**config.mk**
```make
export PLATFORM = sky130hd
export DESIGN_NAME = y_demux2_stream
export DESIGN_NICKNAME = d
export VERILOG_FILES = /design/src/rtl/y_demux2_stream_pkg.sv /design/src/rtl/y_wrap_counter.sv /design/src/rtl/y_demux2_stream.sv
export SDC_FILE = /design/constraint.sdc
export NUM_CORES = 1
export LEC_CHECK = 0
export ABC_AREA = 1
export CAP_MARGIN = 5
export CORE_MARGIN = 8
export CORE_UTILIZATION = 30
export DETAILED_ROUTE_END_ITERATION = 8
export MAX_ROUTING_LAYER = met4
export SETUP_SLACK_MARGIN = 0.4
export SYNTH_ARGS = -nofsm -noshare
export SYNTH_HDL_FRONTEND = slang
export SYNTH_HIERARCHICAL = 1
export SYNTH_SLANG_ARGS = --single-unit
```
**constraint.sdc**
```tcl
create_clock -name clk -period 1.36 [get_ports clk]
set_clock_uncertainty 0.1 [all_clocks]
set_input_delay 0.272 -clock clk [delete_from_list [all_inputs] [get_ports clk]]
set_output_delay 0.272 -clock clk [all_outputs]
set_load 0.005 [all_outputs]
```
**src/rtl/y_demux2_stream_pkg.sv**
```systemverilog
// Shared constants for the registered 1-to-2 stream demultiplexer.
// Select encoding and default widths used by the top and its counters.
package y_demux2_stream_pkg;

  localparam int W_DEFAULT  = 2;
  localparam int CW_DEFAULT = 8;

  localparam logic SEL_Z0 = 1'b0;
  localparam logic SEL_Z1 = 1'b1;

endpackage

```
**src/rtl/y_wrap_counter.sv**
```systemverilog
// Free-running enable counter that wraps modulo 2^CW, cleared asynchronously.
module y_wrap_counter #(
  parameter int CW = 8
) (
  input  logic          clk,
  input  logic          rst_n,
  input  logic          en,
  output logic [CW-1:0] count
);

  logic [CW-1:0] count_reg;

  always_ff @(posedge clk or negedge rst_n) begin
    if (!rst_n) begin
      count_reg <= '0;
    end else if (en) begin
      count_reg <= count_reg + 1'b1;
    end
  end

  assign count = count_reg;

endmodule

```
**src/rtl/y_demux2_stream.sv**
```systemverilog
// Registered 1-to-2 stream demux: a single holding stage steers each accepted
// word to z0 or z1 by its select bit and counts completed transfers per output.
module y_demux2_stream
  import y_demux2_stream_pkg::*;
#(
  parameter int W  = W_DEFAULT,
  parameter int CW = CW_DEFAULT
) (
  input  logic          clk,
  input  logic          rst_n,
  input  logic [W-1:0]  a,
  input  logic          c,
  input  logic          in_valid,
  output logic          in_ready,
  output logic [W-1:0]  z0,
  output logic          z0_valid,
  input  logic          z0_ready,
  output logic [W-1:0]  z1,
  output logic          z1_valid,
  input  logic          z1_ready,
  output logic [CW-1:0] cnt0,
  output logic [CW-1:0] cnt1
);

  logic [W-1:0] data_reg;
  logic         sel_reg;
  logic         full_reg;
  logic         z0_fire;
  logic         z1_fire;
  logic         out_fire;
  logic         in_fire;

  // Outputs come from the holding stage only, so a/c/in_valid never reach them.
  assign z0_valid = full_reg & (sel_reg == SEL_Z0);
  assign z1_valid = full_reg & (sel_reg == SEL_Z1);
  assign z0       = data_reg & {W{z0_valid}};
  assign z1       = data_reg & {W{z1_valid}};

  assign z0_fire  = z0_valid & z0_ready;
  assign z1_fire  = z1_valid & z1_ready;
  assign out_fire = z0_fire | z1_fire;

  // Held low during reset so nothing is taken while the stage is being cleared.
  assign in_ready = rst_n & (~full_reg | out_fire);
  assign in_fire  = in_valid & in_ready;

  always_ff @(posedge clk or negedge rst_n) begin
    if (!rst_n) begin
      data_reg <= '0;
      sel_reg  <= SEL_Z0;
      full_reg <= 1'b0;
    end else if (in_fire) begin
      data_reg <= a;
      sel_reg  <= c;
      full_reg <= 1'b1;
    end else if (out_fire) begin
      full_reg <= 1'b0;
    end
  end

  y_wrap_counter #(.CW(CW)) u_cnt0 (
    .clk   (clk),
    .rst_n (rst_n),
    .en    (z0_fire),
    .count (cnt0)
  );

  y_wrap_counter #(.CW(CW)) u_cnt1 (
    .clk   (clk),
    .rst_n (rst_n),
    .en    (z1_fire),
    .count (cnt1)
  );

endmodule

```
==> results of run 1 <==
-- Yosys cell counts --
cell type,number
sky130_fd_sc_hd__a21boi_0,1
sky130_fd_sc_hd__a21oi_2,1
sky130_fd_sc_hd__dfrtp_1,20
sky130_fd_sc_hd__ha_1,2
sky130_fd_sc_hd__inv_1,16
sky130_fd_sc_hd__mux2_2,2
sky130_fd_sc_hd__nand2_1,41
sky130_fd_sc_hd__nand2_2,1
sky130_fd_sc_hd__nand3_1,3
sky130_fd_sc_hd__nand3_2,1
sky130_fd_sc_hd__nand3b_1,4
sky130_fd_sc_hd__nand4_1,3
sky130_fd_sc_hd__nor2_1,7
sky130_fd_sc_hd__nor2_2,2
sky130_fd_sc_hd__nor2_4,2
sky130_fd_sc_hd__xnor2_1,2
sky130_fd_sc_hd__xor2_1,6
-- power by group through the flow --
stage / clock (µW) / combinational [µW] / sequential [µW]
3_3_place_gp: 0 / 1210 / 946
6_report: 494 / 2100 / 893
5_1_grt: 548 / 2290 / 920
4_1_cts: 512 / 1940 / 893
2_1_floorplan: 0 / 435 / 986
3_5_place_dp: 0 / 1240 / 957
-- final cells by class --
type,instances,area [µm²]
Timing Repair Buffer,76,624
Sequential cell,20,500
Multi-Input combinational cell,78,573
Clock buffer,3,22.5
Tap cell,46,57.6
Clock inverter,1,30.0
Inverter,16,67.6
Fill cell,305,1380
-- layout by cell type, fill, tap and decap left out, types with 5 or more instances in the layout --
cell type	n
sky130_fd_sc_hd__buf_6	19
sky130_fd_sc_hd__clkdlybuf4s50_1	7
sky130_fd_sc_hd__inv_1	11
sky130_fd_sc_hd__nand2_2	5
sky130_fd_sc_hd__nand2_1	32
sky130_fd_sc_hd__buf_2	19
sky130_fd_sc_hd__buf_4	30
sky130_fd_sc_hd__nor2_4	5
sky130_fd_sc_hd__xor2_1	6
sky130_fd_sc_hd__dfrtp_1	20
-- stage by stage --
stage	total power, µW	cells	cell area [µm²]	util	TNS (ps)
4_1_cts	3340	236	1800	0.551	-2660
5_1_grt	3760	240	1880	0.576	-4850
3_5_place_dp	2200	205	1480	0.455	-6110
2_1_floorplan	1420	114	1010	-	0
6_report	3490	240	1880	0.576	-3160
3_3_place_gp	2150	205	1480	0.455	-5470
-- metal layers --
metal,GRT usage,part of all wire,vias to the layer above
li1,-,-,512
met1,0.120,0.41,478
met2,0.198,0.53,22
met3,0.0327,0.040,4
met4,0.0532,0.017,0
met5,-,0,-
-- cell families (layout without fill, tap and decap cells) --
logic type / after synthesis / count (layout) / share of synthesized area
simple gates: 64 / 64 / 0.298
flops: 20 / 20 / 0.506
buf+inv: 16 / 96 / 0.0607
xor+xnor: 8 / 8 / 0.0708
fa+ha+maj: 2 / 2 / 0.0253
compound gates: 2 / 2 / 0.0164
mux: 2 / 2 / 0.0228
-- worst max path at each step --
stage                     startpoint              end  slack [ps]  depth (start not counted)
after floorplan              sel_reg  u_cnt0/count[7]         110                          8
after global placement      z1_ready         in_ready        -550                          4
after detailed placement    z1_ready         in_ready        -590                          4
after CTS                   full_reg         in_ready        -260                          5
after global routing        full_reg         in_ready        -320                          4
final                        sel_reg            z1[1]        -240                          5
-- timing repair --
item	4_1_cts	5_1_grt
pin swaps	17	11
hold buffers	0	0
setup buffers	27	4
gates cloned	0	0
endpoints found under the setup margin	43	43
gates resized for setup	136	7
-- worst register-to-register path, delay by kind of cell, from the launching register on --
kind	cells	cell delay, ps
and+or+nand+nor	4	300
buffers and inverters	6	630
AOI/OAI and AO/OA	1	30
DFF	1	430
==> run_results.csv, run 1 <==
group,metric,value,unit
route,first_iter_violations,29,
clock_network,root_driver,"sky130_fd_sc_hd__clkbuf_4",
worst_setup_path,critical-path-max-stage-delay,420,ps
logic_synthesis,netlist_area,990,µm²
logic_synthesis,ys_types,17,
power_and_ir_drop,p_leak,0.00102,µW
cells_and_area,finalNetCount,205,
clock_network,cts.htree.levels,1,
logic_synthesis,cell_taking_the_most_area_after_synthesis,"sky130_fd_sc_hd__dfrtp_1",
timing,final_critical_path_setup_slack,-236,ps
worst_setup_path,cp_cell_sequence,"buf_4 -> buf_6 -> nand2_4 -> nor2_1 -> buf_2",
status,violations,"negative setup slack",
route,drc,0,
worst_setup_path,rr_startpoint,"full_reg",
die,die_width,73.4,µm
power_and_ir_drop,p_int,2300,µW
worst_setup_path,critical_path.reg2reg.endpoint,"data_reg[1]",
die,pin_count,31,
die,die-height,73.4,µm
timing,setup-violations-final,23,
logic_synthesis,synthesis.yosys.warnings,6,
timing,period_share,1.17,
status,run_status,"complete, but fails checks",
route,detail_route.wl_per_cell,11.8,µm
die,floorplan.initialDensity,0.304,
route,ant_nets,0,
die,die_area,5390,µm²
timing,timing_worst_slew_pin_value,313,ps
route,drt-pass1-iter-count,4,
worst_setup_path,setup.worst_path.end_class,"primary output",
route,vias_per_cell,4.23,
hold_path,min-delay-path-class,"input pin to asynchronous set/reset pin",
logic_synthesis,synthesis.area_per_instance,8.68,µm²
logic_synthesis,synth_fp_nets,124,
clock_network,clock_sinks,20,
logic_synthesis,share_of_synthesized_area_occupied_by_flip_flops_and_latches,0.506,
logic_synthesis,yosys_reg_bits,20,
global_route,grt_pass1_vias,1052,
global_route,overflow,0,
clock_network,clock_latency_late_sink,310,ps
power_and_ir_drop,combinationalPowerShare,0.603,
clock_network,cts_tree,"yes",
power_and_ir_drop,power_switching,1190,µW
clock_network,cts_buffers,3,
timing,timing.hold.ws,249,ps
power_and_ir_drop,power.share.sequential,0.256,
timing,timing.final.crit_period,1600,ps
logic_synthesis,syn-instance-count,114,
worst_setup_path,r2r_setup_slk,-220,ps
power_and_ir_drop,power.switching_fraction,0.342,
worst_setup_path,arrival,1220,ps
worst_setup_path,worst-endpoint-required,990,ps
cells_and_area,diodes,0,
worst_setup_path,critPathBufInv,3,
timing,timing.fmax,626,MHz
timing,slew_headroom,0.791,
clock_network,clkSlewWorstSetupHoldPaths,130,ps
logic_synthesis,post-synth-top-area-fraction,0.506,
global_route,maximum_number_of_pins_on_one_net_before_global_route_repair,25,
power_and_ir_drop,power.ir.vdd_worst,940,µV
timing,finalMaxSlewViolations,0,
power_and_ir_drop,power.density_cell_area,1860,nW/µm²
worst_setup_path,worst_r2r_path_depth,11,
timing,final_hold_viols,0,
place,port-buffer-count,30,
global_route,wire_length_of_the_first_global_routing_pass,4.73,mm
logic_synthesis,post_synth_main_area_contributors,"sky130_fd_sc_hd__dfrtp_1, sky130_fd_sc_hd__nand2_1, sky130_fd_sc_hd__inv_1",
die,core,3260,µm²
worst_setup_path,worst-path-max-fanout,4,
power_and_ir_drop,clock_power_share,0.142,
global_route,globalRouteTotalUtil,0.115,
place,placement_stage_worst_setup_slack,-595,ps
place,dpl.hpwl,1.79,mm
run,cap_viol_max_count,0,
route,postRouteWirelength,2.82,mm
timing,rsz0062_at_grt,"true",
worst_setup_path,critical-path-top-delay-family,"flip-flops",
cells_and_area,synthToLayoutAreaGrowth,89.5,%
worst_setup_path,slowest_stage,"sky130_fd_sc_hd__dfrtp_1",
die,row_count,21,
clock_network,cts_max_path_buffers,2,
worst_setup_path,critPathLaunchType,"flip-flop",
route,vias,1016,
worst_setup_path,worst-setup-path-type,"flip-flop to primary output",
cells_and_area,post_route_cells_drive_above_1_share,0.536,
global_route,antenna_found_initial,0,
place,place.gp.congestion,0.726,
Power figures use the tool's default switching activity.
==> inputs of run 2 (changes only) <==
Settings changed: CORE_UTILIZATION 30 to 40, CTS_CLUSTER_SIZE set to 20, PLACE_DENSITY set to 0.73.
==> run_results.csv, run 2 (synthesized netlist as in run 1, its figures left out) <==
group,metric,value,unit
clock_network,clkSlewWorstSetupHoldPaths,120,ps
timing,timing.fmax,626,MHz
die,pin_count,31,
place,placement_stage_worst_setup_slack,-543,ps
timing,final_hold_viols,0,
clock_network,cts_tree,"yes",
power_and_ir_drop,power.ir.vdd_worst,1450,µV
global_route,met3_usage,0.0340,
timing,timing_worst_slew_pin_value,309,ps
global_route,groute.layer.met2.usage,0.259,
clock_network,cts.htree.levels,1,
worst_setup_path,critical-path-max-stage-delay,440,ps
timing,setup_total_negative_slack,-2370,ps
worst_setup_path,critPathBufInv,2,
route,drt-pass1-iter-count,4,
cells_and_area,synthToLayoutAreaGrowth,79.0,%
worst_setup_path,worst_r2r_path_depth,6,
die,floorplan.initialDensity,0.411,
worst_setup_path,worst-setup-path-type,"flip-flop to primary output",
cells_and_area,most_frequent_cells_in_the_layout,"sky130_fd_sc_hd__nand2_1, sky130_fd_sc_hd__buf_4, sky130_fd_sc_hd__buf_2",
power_and_ir_drop,power.density_cell_area,1800,nW/µm²
worst_setup_path,setup.worst_path.end_class,"primary output",
route,drc,0,
global_route,grt_pass1_vias,1089,
die,die_width,65.7,µm
die,die_area,4320,µm²
place,port-buffer-count,30,
worst_setup_path,critPathLaunchType,"flip-flop",
place,dpl.hpwl,1.77,mm
global_route,antenna_found_initial,0,
worst_setup_path,arrival,1230,ps
timing,setup-violations-final,25,
timing,timing.final.crit_period,1600,ps
route,vias,998,
clock_network,cts.hold.buffers_added,0,
global_route,maximum_number_of_pins_on_one_net_before_global_route_repair,25,
hold_path,min-delay-path-class,"input pin to asynchronous set/reset pin",
clock_network,clock_latency_late_sink,300,ps
route,first_iter_violations,35,
clock_network,root_driver,"sky130_fd_sc_hd__clkbuf_4",
worst_setup_path,r2r_setup_slk,-140,ps
place,place.gp.congestion,0.756,
worst_setup_path,slowest_stage,"sky130_fd_sc_hd__dfrtp_1",
global_route,wire_length_of_the_first_global_routing_pass,4.75,mm
timing,period_share,1.18,
route,vias_per_cell,4.60,
worst_setup_path,worst-endpoint-required,990,ps
cells_and_area,post_route_cells_drive_above_1_share,0.524,
worst_setup_path,rr_startpoint,"sel_reg",
place,placement.cell_area,1460,µm²
worst_setup_path,critical_path.reg2reg.endpoint,"u_cnt1/count[1]",
cells_and_area,final_cells,217,
timing,rsz0062_at_grt,"true",
clock_network,cts_max_path_buffers,2,
route,ant_nets,0,
cells_and_area,diodes,0,
global_route,overflow,0,
clock_network,clock_sinks,20,
status,violations,"negative setup slack",
clock_network,cts_buffers,3,
timing,slew_headroom,0.794,
power_and_ir_drop,p_leak,0.000989,µW
die,core,2410,µm²
global_route,globalRouteTotalUtil,0.141,
route,detail_route.wl_per_cell,12.8,µm
run,cap_viol_max_count,0,
worst_setup_path,critical-path-top-delay-family,"flip-flops",
cells_and_area,mostFrequentLayoutCell,"sky130_fd_sc_hd__nand2_1",
global_route,grt_most_used_layer,"met2",
global_route,use_met1,0.140,
worst_setup_path,cp_cell_sequence,"buf_6 -> a21oi_4 -> a21boi_1 -> buf_2",
route,postRouteWirelength,2.79,mm
worst_setup_path,worst-path-max-fanout,3,
cells_and_area,finalNetCount,198,
status,run_status,"complete, but fails checks",
timing,finalMaxSlewViolations,0,
die,row_count,18,
die,die-height,65.7,µm
cells_and_area,final_design_area_no_fill,1770,µm²
timing,final_critical_path_setup_slack,-238,ps
place,numPlacedInstances,189,
run 2: cell count changes in the layout (fill, tap and decap cells not counted), moves of 3 or more:
cell                      before  now
sky130_fd_sc_hd__buf_2        19   22
sky130_fd_sc_hd__nand2_2       5    8
sky130_fd_sc_hd__nand2_1      32   29
sky130_fd_sc_hd__buf_6        19   13
sky130_fd_sc_hd__buf_4        30   26
run 2: repair_timing:
item                                    in CTS  in global routing
setup buffers                               16                  8
endpoints found under the setup margin      43                 43
resized for setup                          125                 12
pin swaps                                   25                 10
run 2: layer usage:
layer / vias up / routed length [µm]
met5: - / 0
met4: 0 / 27
met3: 4 / 125
met2: 19 / 1530
met1: 481 / 1100
li1: 494 / -
run 2: cell type report:
type / count / area, µm²
Multi-Input combinational cell: 78 / 571
Clock buffer: 3 / 22.5
Sequential cell: 20 / 502
Clock inverter: 1 / 30.0
Timing Repair Buffer: 69 / 542
Inverter: 16 / 67.6
Fill cell: 167 / 638
Tap cell: 30 / 37.5
run 2: power breakdown:
| group | switching [µW] | internal (µW) |
|---|---|---|
| combinational | 787 | 991 |
| clock | 195 | 298 |
| sequential | 144 | 782 |
| total | 1130 | 2070 |
run 2: per-stage QoR:
stage,power [µW],hold WS (ps),utilization
global route,3390,278,0.735
floorplan,1420,-124,-
finish,3200,262,0.735
global placement,2140,363,0.607
detailed placement,2190,371,0.607
CTS,2980,262,0.684
run 2: worst max path at each step:
stage	from	end	slack, ps	cells after the start
final	sel_reg	in_ready	-240	4
after global routing	sel_reg	in_ready	-310	4
after CTS	sel_reg	in_ready	-220	4
after detailed placement	z0_ready	in_ready	-540	4
after global placement	z1_ready	in_ready	-550	4
after floorplan	sel_reg	u_cnt0/count[7]	110	8
